`src/rtl/alu_exec_stage.sv`:
```
// alu_exec_stage
// Execute-stage ALU with a valid/ready input handshake and a 2-entry result
// queue toward the memory/writeback stage.
//
// Ports:
//   clk        system clock, everything on the rising edge
//   rst        synchronous active-high reset
//   in_valid   upstream presents an operation
//   in_ready   stage can accept an operation this cycle
//   alu_ctrl   4-bit ALU control code from the ALU control decoder
//   operand_a  first operand (rs)
//   operand_b  second operand (rt/imm)
//   out_valid  head queue entry is valid
//   out_ready  downstream takes the head entry this cycle
//   result     head entry result (0 when out_valid=0)
//   zero       head entry result == 0
//   overflow   head entry signed overflow (ADD/SUB only)
//   illegal    head entry had an unsupported alu_ctrl
//   op_count   saturating count of popped entries
module alu_exec_stage #(
  parameter int WIDTH = 32,
  parameter int CNT_W = 16
) (
  input  logic             clk,
  input  logic             rst,
  input  logic             in_valid,
  output logic             in_ready,
  input  logic [3:0]       alu_ctrl,
  input  logic [WIDTH-1:0] operand_a,
  input  logic [WIDTH-1:0] operand_b,
  output logic             out_valid,
  input  logic             out_ready,
  output logic [WIDTH-1:0] result,
  output logic             zero,
  output logic             overflow,
  output logic             illegal,
  output logic [CNT_W-1:0] op_count
);

  localparam logic [3:0] OP_AND = 4'b0000;
  localparam logic [3:0] OP_OR  = 4'b0001;
  localparam logic [3:0] OP_ADD = 4'b0010;
  localparam logic [3:0] OP_SUB = 4'b0110;
  localparam logic [3:0] OP_SLT = 4'b0111;
  localparam logic [3:0] OP_NOR = 4'b1100;

  localparam logic [CNT_W-1:0] CNT_MAX = {CNT_W{1'b1}};

  // Queue storage, one slot per pointer value
  logic [1:0][WIDTH-1:0] res_q, res_d;
  logic [1:0]            zero_q, zero_d;
  logic [1:0]            ovf_q, ovf_d;
  logic [1:0]            ill_q, ill_d;
  logic                  wr_ptr_q, wr_ptr_d;
  logic                  rd_ptr_q, rd_ptr_d;
  logic [1:0]            count_q, count_d;
  logic [CNT_W-1:0]      op_count_q, op_count_d;

  logic [WIDTH-1:0] alu_res;
  logic             alu_ovf;
  logic             alu_ill;
  logic             push;
  logic             pop;

  // Operation decode and datapath for the operation presented this cycle
  always_comb begin
    alu_res = {WIDTH{1'b0}};
    alu_ovf = 1'b0;
    alu_ill = 1'b0;
    case (alu_ctrl)
      OP_AND: alu_res = operand_a & operand_b;
      OP_OR:  alu_res = operand_a | operand_b;
      OP_ADD: begin
        alu_res = operand_a + operand_b;
        alu_ovf = (operand_a[WIDTH-1] == operand_b[WIDTH-1]) &&
                  (alu_res[WIDTH-1] != operand_a[WIDTH-1]);
      end
      OP_SUB: begin
        alu_res = operand_a - operand_b;
        alu_ovf = (operand_a[WIDTH-1] != operand_b[WIDTH-1]) &&
                  (alu_res[WIDTH-1] != operand_a[WIDTH-1]);
      end
      // True signed compare; the subtract sign bit is wrong on overflow.
      OP_SLT: alu_res = {{(WIDTH-1){1'b0}}, ($signed(operand_a) < $signed(operand_b))};
      OP_NOR: alu_res = ~(operand_a | operand_b);
      default: alu_ill = 1'b1;
    endcase
  end

  // Handshake: in_ready depends only on registered occupancy (and rst)
  always_comb begin
    in_ready  = (count_q != 2'd2) & ~rst;
    out_valid = (count_q != 2'd0);
    push      = in_valid & in_ready;
    pop       = out_valid & out_ready;
  end

  // Next-state for queue slots, pointers, occupancy and the pop counter
  always_comb begin
    res_d      = res_q;
    zero_d     = zero_q;
    ovf_d      = ovf_q;
    ill_d      = ill_q;
    wr_ptr_d   = wr_ptr_q;
    rd_ptr_d   = rd_ptr_q;
    count_d    = count_q;
    op_count_d = op_count_q;

    if (push) begin
      res_d[wr_ptr_q]  = alu_res;
      zero_d[wr_ptr_q] = (alu_res == {WIDTH{1'b0}});
      ovf_d[wr_ptr_q]  = alu_ovf;
      ill_d[wr_ptr_q]  = alu_ill;
      wr_ptr_d         = ~wr_ptr_q;
    end else begin
      wr_ptr_d = wr_ptr_q;
    end

    if (pop) begin
      rd_ptr_d = ~rd_ptr_q;
      if (op_count_q != CNT_MAX) begin
        op_count_d = op_count_q + {{(CNT_W-1){1'b0}}, 1'b1};
      end else begin
        op_count_d = op_count_q;
      end
    end else begin
      rd_ptr_d = rd_ptr_q;
    end

    case ({push, pop})
      2'b10:   count_d = count_q + 2'd1;
      2'b01:   count_d = count_q - 2'd1;
      default: count_d = count_q;
    endcase
  end

  // State registers with synchronous reset
  always_ff @(posedge clk) begin
    if (rst) begin
      res_q      <= '0;
      zero_q     <= 2'b00;
      ovf_q      <= 2'b00;
      ill_q      <= 2'b00;
      wr_ptr_q   <= 1'b0;
      rd_ptr_q   <= 1'b0;
      count_q    <= 2'd0;
      op_count_q <= {CNT_W{1'b0}};
    end else begin
      res_q      <= res_d;
      zero_q     <= zero_d;
      ovf_q      <= ovf_d;
      ill_q      <= ill_d;
      wr_ptr_q   <= wr_ptr_d;
      rd_ptr_q   <= rd_ptr_d;
      count_q    <= count_d;
      op_count_q <= op_count_d;
    end
  end

  // Head entry outputs, forced to zero while the queue is empty
  always_comb begin
    if (out_valid) begin
      result   = res_q[rd_ptr_q];
      zero     = zero_q[rd_ptr_q];
      overflow = ovf_q[rd_ptr_q];
      illegal  = ill_q[rd_ptr_q];
    end else begin
      result   = {WIDTH{1'b0}};
      zero     = 1'b0;
      overflow = 1'b0;
      illegal  = 1'b0;
    end
    op_count = op_count_q;
  end

endmodule

```
`config.mk`:
```
export PLATFORM = sky130hd
export DESIGN_NAME = alu_exec_stage
export DESIGN_NICKNAME = d
export VERILOG_FILES = /design/src/rtl/alu_exec_stage.sv
export SDC_FILE = /design/constraint.sdc
export NUM_CORES = 1
export LEC_CHECK = 0
export CORE_MARGIN = 10
export CORE_UTILIZATION = 60
export CTS_BUF_LIST = sky130_fd_sc_hd__clkbuf_2
export DETAILED_ROUTE_END_ITERATION = 10
export GPL_ROUTABILITY_DRIVEN = 0
export GPL_TIMING_DRIVEN = 0
export PLACE_DENSITY = 0.86
export SYNTH_ARGS = -nofsm -noshare
export SYNTH_HDL_FRONTEND = slang
export SYNTH_SLANG_ARGS = --single-unit
```
`constraint.sdc`:
```
create_clock -name clk -period 9.8 [get_ports clk]
set_input_delay 1.96 -clock clk [delete_from_list [all_inputs] [get_ports clk]]
set_output_delay 1.96 -clock clk [all_outputs]
set_load 0.02 [all_outputs]
```
; Yosys cells after proc, flatten, opt, wreduce, memory -nomap -nowiden
; Index checks and enable logic that the tools add are counted.
[totals]
regBits = 90
latchBits = 0
ram_bits = 0
rom_bits = 0
input_bits = 72
out_inout_bits = 53
elab_cells = 73
memories = 0
[op_classes]
addsub = 5
n_mul = 0
div_mod_pow = 0
magnitude_cmp = 4
n_eq_ne = 13
n_shift = 0
n_mux = 24
bitwise = 9
n_reduce_logical = 9
[op_table]
columns = op, count
row1 = 32-bit case mux with 6 select lines, 1
row2 = 32-bit two-way mux, 4
row3 = 64-bit bitwise mux, 1
row4 = 32-bit adder, 1
row5 = 32-bit bitwise AND, 1
row6 = 32-bit demux with 1-bit select, 1
row7 = 32-bit zero test, 1
row8 = 32-bit less-than comparator, 1
row9 = 32-bit inverter, 1
row10 = 32-bit OR, 1
row11 = 32-bit subtractor, 1
row12 = "16-bit by 1-bit adder with 16-bit output, second input constant", 1
row13 = "16-bit != test, second input constant", 1
row14 = 1-bit two-way mux, 11
row15 = "4-bit by 3-bit == test with 1-bit output, second input constant", 2
row16 = 2-bit bitwise mux, 3
row17 = 6-bit OR reduction, 1
row18 = "4-bit by 1-bit == test with 1-bit output, second input constant", 1
row19 = "4-bit by 2-bit == test with 1-bit output, second input constant", 1
row20 = "4-bit == test, second input constant", 1
row21 = 4-bit zero test, 1
row22 = "1-bit by 2-bit less-than comparator with 1-bit output, second input constant", 2
row23 = 2-bit case mux with 2 select lines, 1
row24 = 2-bit nonzero test, 2
row25 = other kinds (14), 22

; Logic depth before layout (Yosys ltp)
[logic_depth]
word_depth = 5
depth_mapped = 14

; Least setup slack after synthesis
; No wires, ideal clock.
[synth_path]
path_type = input to register
start = input port operand_a[0]
end = register zero_q[0]
setup_ps = 87
arrival_time_ps = 4862
required_ps = 9713
path_slack_ps = 4851
stages = 14
n_path_buf = 0
cell_sequence = ha_1 > inv_1 > fa_1 > nand2b_1 > a2111oi_2 > o21ai_0 > and3_1 > a2111oi_2 > nand2_1 > nor4_1 > nand4_1 > nor4_1 > nand4_1 > o31ai_1
[synth_between]
elab_chain_len = 5
elab_cells_between_ends = 9
classes_between = add/sub: 2 / order compare: 1 / mux: 2 / bitwise: 3 / reduce/logical: 1
[synth_rtl]
columns = element, line_no
row1 = from (decl), 29  ; input logic [WIDTH-1:0] operand_a,
row2 = "parallel branches: the longest is 2 deep, another holds 32-bit subtractor", -
row3 = 32-bit case mux with 6 select lines *, 70  ; case (alu_ctrl)
row4 = 32-bit zero test *, 111  ; zero_d[wr_ptr_q] = (alu_res == {WIDTH{1'b0}});
row5 = 2-bit bitwise mux *, 111
row6 = to (signal assigned), 150  ; zero_q <= zero_d;
row7 = to (decl), 51  ; logic [1:0] zero_q, zero_d;
; Every way passes the cells marked *.
; A chain may end at the register's enable or synchronous reset.

; Final worst setup path
[layout_path]
start = input port operand_b[0]
end = register zero_q[0]
[layout_between]
elab_chain_len = 5
elab_cells_between_ends = 9
classes_between = add/sub: 2 / order compare: 1 / mux: 2 / bitwise: 3 / reduce/logical: 1
[layout_rtl]
columns = element, line_no
row1 = from (decl), 30  ; input logic [WIDTH-1:0] operand_b,
row2 = "parallel branches: the longest is 2 deep, another holds 32-bit subtractor", -
row3 = 32-bit case mux with 6 select lines *, 70
row4 = 32-bit zero test *, 111
row5 = 2-bit bitwise mux *, 111
; Marked as above.

==> impl_metrics.json <==
{
  "status": "complete, no violations",
  "drt-total-wl_mm": 34.7,
  "clkSinkCount": 90,
  "startpoint": "operand_b[0]",
  "clockBufferDepth": 2,
  "synth_area_leaders": "dfxtp_1 18%, ha_1 13%, nor2_1 6.4%",
  "synth_edf_count": 0,
  "relSlewSlack_pct": 26.9,
  "grt_use_total_pct": 29.5,
  "die_height_um": 149,
  "dp_hpwl_mm": 27.1,
  "ys_ff_latch": 90,
  "synthDistinctLibCells": 93,
  "period_needed_ps": 6190,
  "die_area_sq_um": 22200,
  "async_flop_share_pct": 0,
  "max_freq_ghz": 0.162,
  "tns_ps": 0,
  "leakage_uw": 0.00448,
  "internal-power_uw": 665,
  "synthToLayoutAreaGrowth_pct": 15.6,
  "portBuffers": 121,
  "die_x_um": 149,
  "clkPwrFrac_pct": 11.5,
  "min_path_type": "flop to flop",
  "switching_power_uw": 540,
  "rrSetupSlack_ps": 7340,
  "numCtsBuffers": 9,
  "worst-endpoint-required_ps": 10280,
  "antenna_found_initial": 0,
  "start_kind": "input port",
  "grt_pass1_vias": 10900,
  "clock_latency_ps": 540,
  "worstReg2RegEnd": "op_count[14]$_SDFFE_PP0P_",
  "crit_path_end_kind": "flop",
  "slew_viol_final": 0,
  "cts_resized": 0,
  "hold_viol": 0,
  "syn_avg_cell_area_sq_um": 7.30,
  "num_vias": 11600,
  "tritoncts": "done",
  "drtIter0Drc": 1754,
  "cts.clk_slew.worst_paths_ps": 210,
  "ys_seq_area_share_pct": 18.1,
  "cp_max_fo": 5,
  "tightest_slew_ps": 1090,
  "finalSetupViolations": 0,
  "num-fill-cells": 1442,
  "grt_first_pass_wirelength_mm": 54.4,
  "pin_count": 125,
  "r2r_cells": 9,
  "root_buffer": "clkbuf_2",
  "cts_htree_levels": 3,
  "p_comb_share_pct": 54.6,
  "yosysWarnings": 0,
  "synthCells": 1366,
  "worstReg2RegStart": "op_count[3]$_SDFFE_PP0P_",
  "fin_crit_sh_pct": 63.1,
  "ant_nets": 0,
  "rows": 47,
  "syn-num-nets": 1545,
  "ir_drop_uv": 78.3,
  "netlist_area_sq_um": 9970,
  "coreArea_sq_um": 16400,
  "p_seq_share_pct": 34.0,
  "p_per_area_nw_per_um2": 105,
  "drc_errors": 0,
  "skew_ps": 11.6,
  "switching_share_pct": 44.8,
  "vias_per_cell": 6.75,
  "synth_top_area_share_pct": 18.1,
  "ys.flop_type": "dfxtp_1",
  "synth.largest_area_cell": "dfxtp_1",
  "overflow": 0,
  "maxCapViolCount": 0,
  "dr.pass1.iters": 7,
  "fin_nets": 1677,
  "wire_per_inst_um": 20.2,
  "drive_above_1_share_pct": 4.47,
  "rsz0062_at_grt": "no",
  "worst-setup-path-type": "input port to flop",
  "crit_end": "zero_q[0]$_SDFFE_PP0P_",
  "fin_area_sq_um": 11500,
  "dpl_cell_area_sq_um": 11500,
  "floorplan.initialDensity_pct": 60.8,
  "crit_arrival_ps": 6670,
  "grt_max_degree": 13,
  "post_cts_buffers": 0,
  "hold_buffers": 0
}
-- cell usage in the layout (no fill, tap or decap), types with 7 or more instances in the layout --
cell type,synthesis,routed
buf_2,14,14
nor2_1,170,170
o21bai_1,13,13
a2111oi_0,8,8
a221oi_1,7,7
nand3b_1,38,38
a21o_1,8,8
xor2_1,10,10
and3_1,14,14
o22a_1,14,14
inv_1,101,101
a21oi_1,93,93
mux2i_1,40,40
xnor2_1,15,15
nand4_1,27,27
or2_2,9,9
clkbuf_2,1,11
a31oi_1,9,9
clkdlybuf4s50_1,0,121
ha_1,105,105
clkbuf_1,65,65
o21ai_0,77,77
o22ai_1,18,18
o211ai_1,11,11
a22oi_1,35,35
o31ai_1,13,13
or3_1,11,11
nor4_1,13,13
nand2_1,87,87
nand3_1,26,26
nor2b_1,12,12
nor3_1,28,28
dfxtp_1,90,90
a211oi_1,43,43
nand2b_1,8,8
a211o_1,10,10
o21a_1,9,9
-- layer usage --
layer | part of all wire, % | GRT usage (%) | wire length, um | vias up
li1 | - | - | - | 5253
met2 | 43 | 47.3 | 14900 | 872
met4 | 7.1 | 17.5 | 2470 | 0
met5 | 0 | 0 | 0 | -
met1 | 36 | 34.9 | 12600 | 5232
met3 | 14 | 7.62 | 4720 | 253
-- Yosys cell counts, types with 6 or more instances --
library cell and count:
o22a_1 14, xnor2_1 15, xor2_1 10, a22oi_1 35, and3_1 14, dfxtp_1 90, a21oi_1 93, o21a_1 9
nand3_1 26, nor2_1 170, nand4_1 27, nand3b_1 38, a211o_1 10, o22ai_1 18, a31oi_1 9, clkbuf_1 65
o31ai_1 13, nand2b_1 8, a2111oi_0 8, buf_1 6, nor4_1 13, nand2_1 87, ha_1 105, o21ai_0 77
nor3_1 28, o211ai_1 11, nor2b_1 12, a211oi_1 43, or2_2 9, a221oi_1 7, buf_2 14, or3_1 11
o21bai_1 13, mux2i_1 40, inv_1 101, a21o_1 8
-- how the worst min path moves through the flow --
stage | to | startpoint | slack [ps] | cells past startpoint
after floorplan | ill_q[0]$_SDFFE_PP0P_ | ill_q[0]$_SDFFE_PP0P_ | 440 | 2
after global placement | ovf_q[0]$_SDFFE_PP0P_ | ovf_q[0]$_SDFFE_PP0P_ | 440 | 2
after global routing | res_q[9]$_SDFFE_PP0P_ | res_q[9]$_SDFFE_PP0P_ | 500 | 2
final | ill_q[0]$_SDFFE_PP0P_ | ill_q[0]$_SDFFE_PP0P_ | 470 | 2
after detailed placement | ill_q[0]$_SDFFE_PP0P_ | ill_q[0]$_SDFFE_PP0P_ | 450 | 2
after CTS | ill_q[0]$_SDFFE_PP0P_ | ill_q[0]$_SDFFE_PP0P_ | 470 | 2
-- registers in the layout, indices dropped and copies added (netlist names) --
| name | flops |
|---|---|
| count_q | 2 |
| ill_q | 2 |
| op_count | 16 |
| ovf_q | 2 |
| rd_ptr_q | 1 |
| res_q | 64 |
| wr_ptr_q | 1 |
| zero_q | 2 |
-- stage by stage --
step	util (%)	hold WS, ps	std cells	total power [uW]	setup slack (ps)
finish	70.2	468	1720	1200	3610
global route	70.2	496	1719	1270	3440
CTS	70.2	469	1719	1180	3900
detailed placement	69.9	446	1707	1050	3350
global placement	69.8	441	1707	1040	3420
floorplan	-	436	1366	844	4850
-- critical path, stage by stage --
cell	delay (ps)
clkdlybuf4s50_1	530
ha_1	220
inv_1	90
fa_1	390
nand2b_1	200
a2111oi_2	560
o21ai_0	430
nand3_1	170
o21ai_0	290
a2111oi_0	930
nand4_1	160
nor4_1	300
nand4_1	180
o31ai_1	250
-- power groups by stage --
| stage | clock, uW | sequential (uW) | combinational (uW) |
|---|---|---|---|
| after floorplan | 0 | 415 | 429 |
| after global placement | 0 | 415 | 621 |
| after detailed placement | 0 | 417 | 633 |
| after CTS | 137 | 409 | 636 |
| after global routing | 151 | 413 | 707 |
| final | 138 | 409 | 657 |
-- layout make-up --
type / instances / area [sq um] / area share [%]
Multi-Input combinational cell: 1083 / 7410 / 64.3
Sequential cell: 90 / 1800 / 15.6
Timing Repair Buffer: 121 / 1210 / 10.5
Buffer: 91 / 384 / 3.33
Inverter: 102 / 383 / 3.32
Tap cell: 220 / 275 / 2.39
Clock buffer: 10 / 50.0 / 0.434
Clock inverter: 2 / 8.76 / 0.0760
Antenna cell: 1 / 2.50 / 0.0217
-- cell families after synthesis --
kind of cell	Yosys count	synth area share (%)
and+or+nand+nor	475	23.9
muxes	41	4.13
adders and majority gates	107	13.6
DFF	90	18.1
buffers and inverters	193	7.69
AOI/OAI and AO/OA	435	30.4
xor gates and xnor gates	25	2.20
Note: power is estimated with default switching activity, not from simulation.
